`config.mk`:
```
export PLATFORM = sky130hd
export DESIGN_NAME = bist_misr_ctrl
export DESIGN_NICKNAME = d
export VERILOG_FILES = /design/src/rtl/bist_pkg.sv /design/src/rtl/misr_reg.sv /design/src/rtl/bist_misr_ctrl.sv
export SDC_FILE = /design/constraint.sdc
export NUM_CORES = 1
export LEC_CHECK = 0
export ABC_CLOCK_PERIOD_IN_PS = 6800
export BUFFER_PORTS_ARGS = -buffer_cell sky130_fd_sc_hd__buf_2
export CAP_MARGIN = 15
export CORE_AREA = 2 2 87 89
export CTS_BUF_LIST = sky130_fd_sc_hd__clkbuf_4 sky130_fd_sc_hd__clkbuf_8
export DETAILED_ROUTE_END_ITERATION = 10
export DIE_AREA = 0 0 89 91
export GPL_ROUTABILITY_DRIVEN = 1
export PLACE_DENSITY_LB_ADDON = 0.3
export SETUP_SLACK_MARGIN = 0.3
export SYNTH_ARGS = -nofsm -noshare
export SYNTH_HDL_FRONTEND = slang
export SYNTH_SLANG_ARGS = --single-unit
```
`constraint.sdc`:
```
create_clock -name clk -period 6.8 [get_ports clk]
set_input_delay 1.36 -clock clk [delete_from_list [all_inputs] [get_ports clk]]
set_output_delay 1.36 -clock clk [all_outputs]
set_load 0.1 [all_outputs]
```
`src/rtl/bist_pkg.sv`:
```
// Shared BIST definitions: controller states, default widths and the MISR
// compaction step shared by the controller and the pattern generator model.
package bist_pkg;

   localparam int unsigned N_DEF      = 8;
   localparam int unsigned CW_DEF     = 16;
   localparam int unsigned MISR_MAX_W = 64;

   typedef enum logic [1:0] {
      ST_IDLE,
      ST_RUN,
      ST_COMPARE,
      ST_DONE
   } state_t;

   // Operates on a max-width vector so any instance width w <= MISR_MAX_W can
   // share it; bits at and above w are returned as zero.
   function automatic logic [MISR_MAX_W-1:0] misr_next(
      input logic [MISR_MAX_W-1:0] s,
      input logic [MISR_MAX_W-1:0] d,
      input logic [MISR_MAX_W-1:0] poly,
      input int unsigned           w
   );
      logic [MISR_MAX_W-1:0] nxt;
      nxt = '0;
      for (int unsigned i = 0; i < MISR_MAX_W; i++) begin
         if (i + 1 < w)
            nxt[i] = (s[0] & poly[i]) ^ s[i+1] ^ d[i];
         else if (i + 1 == w)
            nxt[i] = s[0] ^ d[i];
      end
      return nxt;
   endfunction

endpackage

```
`src/rtl/misr_reg.sv`:
```
// Multiple-input signature register with synchronous load and compact enable.
module misr_reg
   import bist_pkg::*;
#(
   parameter int unsigned N = N_DEF
) (
   input  logic         clk,
   input  logic         rst,
   input  logic         load,
   input  logic [N-1:0] load_val,
   input  logic         en,
   input  logic [N-1:0] d,
   input  logic [N-1:0] poly,
   output logic [N-1:0] q
);

   logic [N-1:0]            sig_q, sig_d;
   logic [MISR_MAX_W-1:0]   s_ext, d_ext, p_ext, nxt_ext;

   always_comb begin
      s_ext          = '0;
      d_ext          = '0;
      p_ext          = '0;
      s_ext[N-1:0]   = sig_q;
      d_ext[N-1:0]   = d;
      p_ext[N-1:0]   = poly;
      nxt_ext        = misr_next(s_ext, d_ext, p_ext, N);
      sig_d          = sig_q;
      if (load)
         sig_d = load_val;
      else if (en)
         sig_d = nxt_ext[N-1:0];
   end

   always_ff @(posedge clk or posedge rst) begin
      if (rst)
         sig_q <= '0;
      else
         sig_q <= sig_d;
   end

   assign q = sig_q;

endmodule

```
`src/rtl/bist_misr_ctrl.sv`:
```
// BIST response stage: gates the pattern generator for a programmed count,
// compacts CUT responses into a MISR and compares against a golden signature.
module bist_misr_ctrl
   import bist_pkg::*;
#(
   parameter int unsigned N  = N_DEF,
   parameter int unsigned CW = CW_DEF
) (
   input  logic          clk,
   input  logic          rst,
   input  logic          start,
   input  logic [CW-1:0] num_patterns,
   input  logic [N-1:0]  poly,
   input  logic [N-1:0]  misr_seed,
   input  logic [N-1:0]  golden,
   input  logic [N-1:0]  resp,
   input  logic          resp_valid,
   output logic          lfsr_en,
   output logic          busy,
   output logic          done,
   output logic          pass,
   output logic [N-1:0]  signature
);

   state_t        state_q, state_d;
   logic [CW-1:0] cnt_q, cnt_d;
   logic [CW-1:0] issued_q, issued_d;
   logic [CW-1:0] recv_q, recv_d;
   logic          pass_q, pass_d;
   logic          load;
   logic          accept;

   always_comb begin
      state_d  = state_q;
      cnt_d    = cnt_q;
      issued_d = issued_q;
      recv_d   = recv_q;
      pass_d   = pass_q;
      load     = 1'b0;
      accept   = 1'b0;
      lfsr_en  = 1'b0;
      case (state_q)
         ST_IDLE, ST_DONE: begin
            if (start) begin
               load     = 1'b1;
               cnt_d    = num_patterns;
               issued_d = '0;
               recv_d   = '0;
               pass_d   = 1'b0;
               state_d  = (num_patterns == '0) ? ST_COMPARE : ST_RUN;
            end
         end
         ST_RUN: begin
            if (issued_q < cnt_q) begin
               lfsr_en  = 1'b1;
               issued_d = issued_q + 1'b1;
            end
            // Exit is decided by responses alone; the last word was compacted
            // on the edge that made recv_q reach the count.
            if (recv_q == cnt_q) begin
               state_d = ST_COMPARE;
            end else if (resp_valid) begin
               accept = 1'b1;
               recv_d = recv_q + 1'b1;
            end
         end
         ST_COMPARE: begin
            pass_d  = (signature == golden);
            state_d = ST_DONE;
         end
         default: state_d = ST_IDLE;
      endcase
   end

   always_ff @(posedge clk or posedge rst) begin
      if (rst) begin
         state_q  <= ST_IDLE;
         cnt_q    <= '0;
         issued_q <= '0;
         recv_q   <= '0;
         pass_q   <= 1'b0;
      end else begin
         state_q  <= state_d;
         cnt_q    <= cnt_d;
         issued_q <= issued_d;
         recv_q   <= recv_d;
         pass_q   <= pass_d;
      end
   end

   misr_reg #(.N(N)) u_misr (
      .clk      (clk),
      .rst      (rst),
      .load     (load),
      .load_val (misr_seed),
      .en       (accept),
      .d        (resp),
      .poly     (poly),
      .q        (signature)
   );

   assign busy = (state_q == ST_RUN) || (state_q == ST_COMPARE);
   assign done = (state_q == ST_DONE);
   assign pass = pass_q;

endmodule

```
==> metrics.txt, run 1 <==
IO Port Bufs 62; CP endpoint kind output pin; Reg2Reg Depth 8; routed via count 3438; Synth Area in XOR/XNOR 9.28%; Post-DRT Antenna Nets 0; capturing point of the worst reg2reg path recv_q[14]$_DFFE_PP0P_; std cell rows 31; flip-flop and latch count after synthesis 59; slowest stage cell on the critical path or3_1; Tightest Pin Transition 1.01 ns; classification of the worst setup path flip-flop to output pin; worst-case hold slack 0.550 ns; GRT Overall Usage 25.0%; startpoint type of the worst setup path flip-flop; number of endpoints with negative hold slack in the final report 0; synth warn 0; Crit path max-delay family simple AND/OR/NAND/NOR gates; worst hold-check path type flip-flop to flip-flop; power density over cell area 494 nW/um2; arrival time of the worst setup path 3.28 ns; largest net degree at the start of global routing 60; number of enable flip-flop cells after synthesis 0; CTS tree done; full die area 8100 um2; Pwr Total 2.20 mW; clock latency reported for the late side of the worst-skew pair 0.35 ns; Register-to-Register Setup Slack 3.33 ns; run status finished, final reports clean; RSZ-0062 raised after global routing false; buffers and inverters on the worst path 1; global route overflow 0; Post-Route Setup TNS 0 ns; core outline area 7140 um2; peak ir drop on the vdd network 0.605 mV; DR iter-0 viols 173; final core utilization 62.6%; Synth top area share 38.2%; proportion of layout cells with a drive suffix above 1 20.0%; number of antenna repair diodes 0; count of hold buffers inserted by post-cts repair 0; proportion of synthesized flip-flops having asynchronous set or reset 100%; RR Startpoint state_q[1]$_DFFE_PP0P_; Highest Clock Rate 215 MHz; die span in y 91 um; Min-Delay Path Depth 1; beginning of the worst hold path issued_q[15]$_DFFE_PP0P_; number of endpoints failing setup at the final stage 0; final period utilization 68.3%; nets 563; number of antenna violations at the first check in global routing 0; Leakage 2.13 nW; fraction of the mapped netlist area in simple logic gates 19.9%; wire length of the first global-routing pass 15700 um; total CTS buffers 9; sequential share of the synthesized area 38.2%; leading area contributor after synthesis dfrtp_1; synthesized netlist net count 505; drt total wl 9240 um; top area cells in the synthesized netlist dfrtp_1, xnor2_1, nand2_1; number of sinks handled by clock tree synthesis 59; number of different library cells in the post-synthesis netlist 51; routed vias/inst 5.78; hold endpoint issued_q[15]$_DFFE_PP0P_; post-synthesis compound-gate area fraction 18.2%; clock transition at the registers of the reported paths 0.06 ns; buffer levels on the longest clock path 2; # H-tree levels 3; starting utilization of the core area 54.2%; adder-cell share of the synthesized area 6.47%; dominant combinational cell family by area after synthesis simple AND/OR/NAND/NOR gates; root buffer selected by CTS clkbuf_8; sum of routed wire segments on met1 4140 um; slew margin rel. 32.8%; most used standard cell by instance count after synthesis nand2_1; most instantiated flip-flop cell in the synthesis netlist dfrtp_1; drt pass-1 iters 4; Horiz. Die Dim 89 um; via count of the first global-routing pass 3289; met2 WL post-DR 4370 um; Crit Path Max Fanout 28; Placer Congestion 0.858; area of the mapped netlist 3870 um2; buffers inserted by post-CTS timing repair 0; Mapped Avg Cell Area 8.93 um2; most frequent cells after synthesis nand2_1, dfrtp_1, xnor2_1; multiplexer share of the synthesized area 2.81%; CP peak stage delay 0.69 ns; Clock Skews 0.00672 ns; MaxCap Viol Count 0; area growth from synthesis to layout 15.4%; cells along the critical path ha_1, nand4_1, or4_1, o31ai_1, or3_1, nor2_1, buf_2; WL met3 551 um; count of final max-slew check failures 0; highest metal layer with signal wires met4; number of non-filler instances in the completed layout 595; number of gates resized after cts 0; DPL Wire Length 6580 um; number of top-level pins 64; Required @ worst endpoint 5.44 ns; routed length per instance 15.5 um; Remaining DRCs 0; clock period minus final worst setup slack 4.64 ns; cell count after placement 579; gate count of the mapped netlist 433
## state kept, by name, summed over array words and instances, names as in the netlist
register	count
u_misr.q	8
issued_q	16
recv_q	16
cnt_q	16
state_q	2
pass	1
## final cells by class
cell class | count | area, um2
timing repair buffer | 65 | 333
multi-input combinational | 328 | 2200
tap | 99 | 124
clock inverter | 4 | 72.6
sequential | 59 | 1480
inverter | 28 | 105
fill | 637 | 2670
clock buffer | 12 | 159
## power breakdown
group	switching (mW)	total, mW	internal [mW]
combinational	0.801	1.19	0.387
clock	0.146	0.376	0.230
sequential	0.164	0.640	0.476
## metal layers
layer	global-route usage [%]	vias up
li1	-	1680
met1	35.5	1627
met2	36.9	115
met3	6.55	16
met4	8.46	0
met5	0	-
## through the flow
stage / setup WS (ns) / cell area, um2
floorplan: 2.27 / 3870
global placement: 2.68 / 4230
detailed placement: 2.58 / 4230
CTS: 2.19 / 4470
global route: 1.97 / 4470
finish: 2.16 / 4470
## placed cells by master, fill, tap and decap left out, types with 3 or more instances in the layout
cell type	count
a41o_1	9
o211ai_1	7
a31oi_1	9
a21oi_1	11
dfrtp_1	59
buf_2	62
o311ai_1	4
nand4_1	9
a211o_1	3
nand2_1	69
or4_1	10
ha_1	20
xor2_1	6
mux2_2	7
o21ai_0	30
buf_4	3
xnor2_1	35
nor2_1	18
a21o_1	4
nand3_1	22
a22oi_1	3
and3_1	8
inv_1	27
nor4_1	10
mux2i_1	3
clkbuf_8	11
## worst register-to-register path, stage by stage (launching register included)
cell and delay [ns]:
dfrtp_1 0.40, inv_1 0.06, ha_1 0.81, inv_1 0.25, o21ai_0 0.52, nand2_1 0.23
a21oi_1 0.66, a31oi_1 0.18, a41o_1 0.25
## worst max-delay path by stage
| stage | start | end | cells after the start |
|---|---|---|---|
| floorplan | cnt_q[13]$_DFFE_PP0P_ | lfsr_en | 10 |
| global route | cnt_q[14]$_DFFE_PP0P_ | lfsr_en | 8 |
| finish | issued_q[12]$_DFFE_PP0P_ | lfsr_en | 7 |
| CTS | issued_q[14]$_DFFE_PP0P_ | lfsr_en | 7 |
| detailed placement | issued_q[14]$_DFFE_PP0P_ | lfsr_en | 7 |
| global placement | issued_q[12]$_DFFE_PP0P_ | lfsr_en | 7 |
## cell families (layout without fill, tap and decap cells)
logic type      Yosys count  after routing
compound gates           98             98
xor+xnor                 41             41
fa+ha+maj                20             20
buf+inv                  46            109
flops                    59             59
mux                      10             10
simple gates            159            159
No activity file was read; power rests on OpenSTA's default activity.
==> run 2: changes to the inputs <==
- ABC_CLOCK_PERIOD_IN_PS: 6800 -> 4050
- CORE_AREA: 2 2 87 89 -> 2 2 89 91
- DIE_AREA: 0 0 89 91 -> 0 0 91 93
- clock period: 6.8 -> 4.05 ns (I/O delays scaled with it)
==> metrics.txt, run 2 (synthesized netlist as in run 1, its figures left out) <==
run status finished, final reports clean (unchanged); number of top-level pins 64 (unchanged); Tightest Pin Transition 0.935 ns (was 1.01 ns); Remaining DRCs 0 (unchanged); Clock Skews 0.0161 ns (was 0.00672 ns); Horiz. Die Dim 91 um (was 89 um); peak ir drop on the vdd network 0.801 mV (was 0.605 mV); Post-DRT Antenna Nets 0 (unchanged); worst-case hold slack 0.554 ns (was 0.550 ns); power density over cell area 825 nW/um2 (was 494 nW/um2); via count of the first global-routing pass 3411 (was 3289); top flop regs cnt_q x16, issued_q x16, recv_q x16 (unchanged); switching power of the nets 1.88 mW (was 1.11 mW); root buffer selected by CTS clkbuf_8 (unchanged); DR iter-0 viols 241 (was 173); drt pass-1 iters 5 (was 4); number of sinks handled by clock tree synthesis 59 (unchanged); most used cells in the layout excluding fill and tap cells nand2_1, buf_2, dfrtp_1 (unchanged); drt total wl 9220 um (was 9240 um); buffer levels on the longest clock path 2 (unchanged); Post-Route Setup TNS 0 ns (unchanged); crit path launch cnt_q[15]$_DFFE_PP0P_ (was issued_q[12]$_DFFE_PP0P_); GRT Overall Usage 23.4% (was 25.0%); Int Pwr 1.82 mW (was 1.09 mW); count of final max-slew check failures 0 (unchanged); CTS tree done (unchanged); fraction of power consumed by combinational cells 54.5% (was 53.9%); number of gates resized after cts 0 (unchanged); Required @ worst endpoint 3.24 ns (was 5.44 ns); proportion of layout cells with a drive suffix above 1 20.6% (was 20.0%); Register-to-Register Setup Slack 1.30 ns (was 3.33 ns); std cell rows 32 (was 31); worst hold-check path type flip-flop to flip-flop (unchanged); beginning of the worst hold path issued_q[15]$_DFFE_PP0P_ (unchanged); core outline area 7530 um2 (was 7140 um2); global route overflow 0 (unchanged); Sw Share 50.8% (was 50.4%); slew margin rel. 37.5% (was 32.8%); number of endpoints with negative hold slack in the final report 0 (unchanged); number of antenna repair diodes 0 (unchanged); clock latency reported for the late side of the worst-skew pair 0.35 ns (about the same); capturing point of the worst reg2reg path issued_q[7]$_DFFE_PP0P_ (was recv_q[14]$_DFFE_PP0P_); die span in y 93 um (was 91 um); CP endpoint kind output pin (unchanged); hold endpoint issued_q[15]$_DFFE_PP0P_ (unchanged); number of endpoints failing setup at the final stage 0 (unchanged); routed vias/inst 5.76 (was 5.78); Highest Clock Rate 286 MHz; starting utilization of the core area 51.4% (was 54.2%); arrival time of the worst setup path 2.69 ns (was 3.28 ns); largest net degree at the start of global routing 42 (was 60); classification of the worst setup path flip-flop to output pin (unchanged); startpoint type of the worst setup path flip-flop (unchanged); RR Startpoint cnt_q[15]$_DFFE_PP0P_ (was state_q[1]$_DFFE_PP0P_); Min-Delay Path Depth 1 (unchanged); Crit Path Max Fanout 3 (was 28); number of antenna violations at the first check in global routing 0 (unchanged); MaxCap Viol Count 0 (unchanged); most common library cell in the layout ignoring fill and taps nand2_1 (unchanged); RSZ-0062 raised after global routing false (unchanged); count of hold buffers inserted by post-cts repair 0 (unchanged); clock transition at the registers of the reported paths 0.07 ns (was 0.06 ns); final period utilization 86.4%; nets 566 (was 563); wire length of the first global-routing pass 15800 um (was 15700 um); Leakage 2.13 nW (about the same); routed length per instance 15.3 um (was 15.5 um); Clk pwr share 16.6% (was 17.1%); area growth from synthesis to layout 16.0% (was 15.4%); Placer Congestion 0.826 (was 0.858); sequential share of power 28.9% (was 29.0%); clock period minus final worst setup slack 3.50 ns; IO Port Bufs 62 (unchanged); routed via count 3463 (was 3438); buffers inserted by post-CTS timing repair 0 (unchanged); # H-tree levels 3 (unchanged); total CTS buffers 9 (unchanged); Reg2Reg Depth 9 (was 8); DPL Wire Length 6880 um (was 6580 um); full die area 8460 um2 (was 8100 um2)
## run 2: cell count changes in the layout (fill, tap and decap cells not counted)
| cell | before | now |
|---|---|---|
| nor2_2 | 1 | 2 |
| buf_4 | 3 | 6 |
| clkinv_4 | 0 | 1 |
| clkbuf_8 | 11 | 10 |
| clkbuf_4 | 1 | 0 |
| clkinvlp_4 | 1 | 2 |
| nor2_1 | 18 | 17 |
## run 2: worst max-delay path by stage
stage / end / depth (start not counted) / slack [ns]
2_1_floorplan: lfsr_en / 10 / 0.55
4_1_cts: lfsr_en / 8 / 0.57
5_1_grt: lfsr_en / 8 / 0.39
6_report: lfsr_en / 8 / 0.55
3_3_place_gp: lfsr_en / 8 / 1.00
3_5_place_dp: lfsr_en / 8 / 0.96
## run 2: through the flow
stage / setup WS, ns / utilization [%] / area, um2 / total power [mW] / std cells
2_1_floorplan: 0.552 / - / 3870 / 2.67 / 433
3_3_place_gp: 1.00 / 56.6 / 4260 / 3.03 / 585
3_5_place_dp: 0.956 / 56.6 / 4260 / 3.10 / 585
5_1_grt: 0.390 / 59.6 / 4490 / 3.98 / 601
6_report: 0.551 / 59.6 / 4490 / 3.70 / 601
4_1_cts: 0.568 / 59.6 / 4490 / 3.72 / 601
## run 2: power groups by stage
stage / registers (mW) / clock network [mW] / logic, mW
2_1_floorplan: 1.28 / 0 / 1.39
3_3_place_gp: 1.07 / 0 / 1.97
3_5_place_dp: 1.08 / 0 / 2.02
4_1_cts: 1.07 / 0.629 / 2.03
5_1_grt: 1.10 / 0.658 / 2.22
6_report: 1.07 / 0.617 / 2.02
## run 2: layer usage
metal | wire length [um] | GRT usage, % | up-vias
li1 | - | - | 1691
met1 | 4130 | 30.8 | 1650
met2 | 4350 | 38.6 | 114
met3 | 639 | 6.04 | 8
met4 | 95 | 6.31 | 0
met5 | 0 | 0 | -
## run 2: worst max-delay path, stage by stage (launching register included)
cell and delay, ns:
dfrtp_1 0.37, inv_1 0.07, ha_1 0.31, nand4_1 0.16, or4_1 0.55, o31ai_1 0.30
or3_1 0.24, nor2_2 0.04, buf_2 0.29
## run 2: area by class of cell
cell class                      count  area, um2
Clock inverter                      6       88.8
Tap cell                          102        128
Fill cell                         707       3040
Timing Repair Buffer               68        355
Clock buffer                       10        138
Sequential cell                    59       1480
Inverter                           28        105
Multi-Input combinational cell    328       2200
==> run 3: changes to the inputs <==
- HOLD_SLACK_MARGIN: default -> 0.1
- MAX_ROUTING_LAYER: default -> met4
==> metrics.txt, run 3 (synthesized netlist as in run 1, its figures left out) <==
Reg2Reg Depth 9 (unchanged); most used cells in the layout excluding fill and tap cells nand2_1, buf_2, dfrtp_1 (unchanged); slew margin rel. 40.1% (was 37.5%); sequential standard cell area 1480 um2 (unchanged); number of antenna repair diodes 0 (unchanged); CTS tree done (unchanged); GRT Overall Usage 24.0% (was 23.4%); run status finished, final reports clean (unchanged); area of combinational cells with multiple inputs 2200 um2 (unchanged); IO Port Bufs 62 (unchanged); most common library cell in the layout ignoring fill and taps nand2_1 (unchanged); power density over cell area 825 nW/um2 (about the same); Remaining DRCs 0 (unchanged); via count of the first global-routing pass 3425 (was 3411); clock period minus final worst setup slack 3.50 ns (about the same); worst hold-check path type flip-flop to flip-flop (unchanged); area growth from synthesis to layout 16.0% (unchanged); Crit Path Max Fanout 3 (unchanged); wire length of the first global-routing pass 15700 um (was 15800 um); number of endpoints with negative hold slack in the final report 0 (unchanged); starting utilization of the core area 51.4% (unchanged); routed via count 3474 (was 3463); full die area 8460 um2 (unchanged); die span in y 93 um (unchanged); classification of the worst setup path flip-flop to output pin (unchanged); final period utilization 86.3% (was 86.4%); routed vias/inst 5.78 (was 5.76); Post-Route Setup TNS 0 ns (unchanged); global route overflow 0 (unchanged); Clock Skews 0.0149 ns (was 0.0161 ns); Highest Clock Rate 286 MHz (about the same); drt total wl 9240 um (was 9220 um); clock transition at the registers of the reported paths 0.07 ns (about the same); buffers inserted by post-CTS timing repair 0 (unchanged); core outline area 7530 um2 (unchanged); routed length per instance 15.4 um (was 15.3 um); Register-to-Register Setup Slack 1.30 ns (about the same); largest net degree at the start of global routing 42 (unchanged); count of hold buffers inserted by post-cts repair 0 (unchanged); buffer levels on the longest clock path 2 (unchanged); number of endpoints failing setup at the final stage 0 (unchanged); cell count after placement 585 (unchanged); Placer Congestion 0.839 (was 0.826); number of antenna violations at the first check in global routing 0 (unchanged); total CTS buffers 9 (unchanged); drt pass-1 iters 6 (was 5); proportion of layout cells with a drive suffix above 1 20.6% (unchanged); Tightest Pin Transition 0.895 ns (was 0.935 ns); Min-Delay Path Depth 1 (unchanged); arrival time of the worst setup path 2.69 ns (about the same); DR iter-0 viols 263 (was 241); DPL Wire Length 6880 um (unchanged); std cell rows 32 (unchanged); Pwr Total 3.70 mW (about the same); CP endpoint kind output pin (unchanged); Required @ worst endpoint 3.24 ns (about the same); Leakage 2.13 nW (unchanged); MaxCap Viol Count 0 (unchanged); number of top-level pins 64 (unchanged); nets 566 (unchanged); design area 4490 um2 (unchanged); # H-tree levels 3 (unchanged); Horiz. Die Dim 91 um (unchanged); top flop regs cnt_q x16, issued_q x16, recv_q x16 (unchanged); startpoint type of the worst setup path flip-flop (unchanged); number of sinks handled by clock tree synthesis 59 (unchanged); number of gates resized after cts 0 (unchanged); dpl cell area 4260 um2 (unchanged); RR Startpoint cnt_q[15]$_DFFE_PP0P_ (unchanged); number of non-filler instances in the completed layout 601 (unchanged); Filler Cell Count 707 (unchanged); peak ir drop on the vdd network 0.801 mV (about the same); root buffer selected by CTS clkbuf_8 (unchanged); beginning of the worst hold path issued_q[15]$_DFFE_PP0P_ (unchanged); hold endpoint issued_q[15]$_DFFE_PP0P_ (unchanged); RSZ-0062 raised after global routing false (unchanged); count of final max-slew check failures 0 (unchanged); Post-DRT Antenna Nets 0 (unchanged); capturing point of the worst reg2reg path issued_q[7]$_DFFE_PP0P_ (unchanged); clock latency reported for the late side of the worst-skew pair 0.35 ns (about the same)
[run 3: cell counts in the layout (fill, tap and decap cells not counted)]
No cell type changed its count.
[run 3: cell type report]
class	instances	area share, %
Clock buffer	10	3.07
Multi-Input combinational cell	328	49.0
Clock inverter	6	1.98
Timing Repair Buffer	68	7.92
Sequential cell	59	32.9
Inverter	28	2.34
Tap cell	102	2.84
[run 3: worst max-delay path by stage]
stage,startpoint,end,slack [ns],depth (start not counted)
after floorplan,cnt_q[13]$_DFFE_PP0P_,lfsr_en,0.55,10
after global placement,cnt_q[15]$_DFFE_PP0P_,lfsr_en,1.00,8
after detailed placement,cnt_q[15]$_DFFE_PP0P_,lfsr_en,0.96,8
after CTS,cnt_q[15]$_DFFE_PP0P_,lfsr_en,0.57,8
after global routing,cnt_q[15]$_DFFE_PP0P_,lfsr_en,0.40,8
final,cnt_q[15]$_DFFE_PP0P_,lfsr_en,0.55,8
[run 3: routing by layer]
layer | up-vias | GRT usage, % | share of wire [%]
li1 | 1688 | - | -
met1 | 1680 | 30.8 | 46
met2 | 96 | 38.6 | 47
met3 | 10 | 4.92 | 5.6
met4 | 0 | 7.45 | 1.1
met5 | - | - | 0
[run 3: worst max-delay path, cell delays in order, from the launching register on]
cell and delay (ns):
dfrtp_1 0.37, inv_1 0.07, ha_1 0.31, nand4_1 0.16
or4_1 0.55, o31ai_1 0.30, or3_1 0.24, nor2_2 0.04
buf_2 0.29
[run 3: per-stage QoR]
stage | utilization, % | hold WS [ns] | setup WS, ns
finish | 59.6 | 0.555 | 0.554
detailed placement | 56.6 | 0.536 | 0.956
CTS | 59.6 | 0.555 | 0.568
global placement | 56.6 | 0.520 | 1.00
floorplan | - | 0.500 | 0.552
global route | 59.6 | 0.593 | 0.395
[run 3: report_power, final]
| part | total (mW) | switching, mW | internal [mW] |
|---|---|---|---|
| sequential | 1.07 | 0.270 | 0.799 |
| clock | 0.615 | 0.253 | 0.363 |
| combinational | 2.02 | 1.36 | 0.662 |
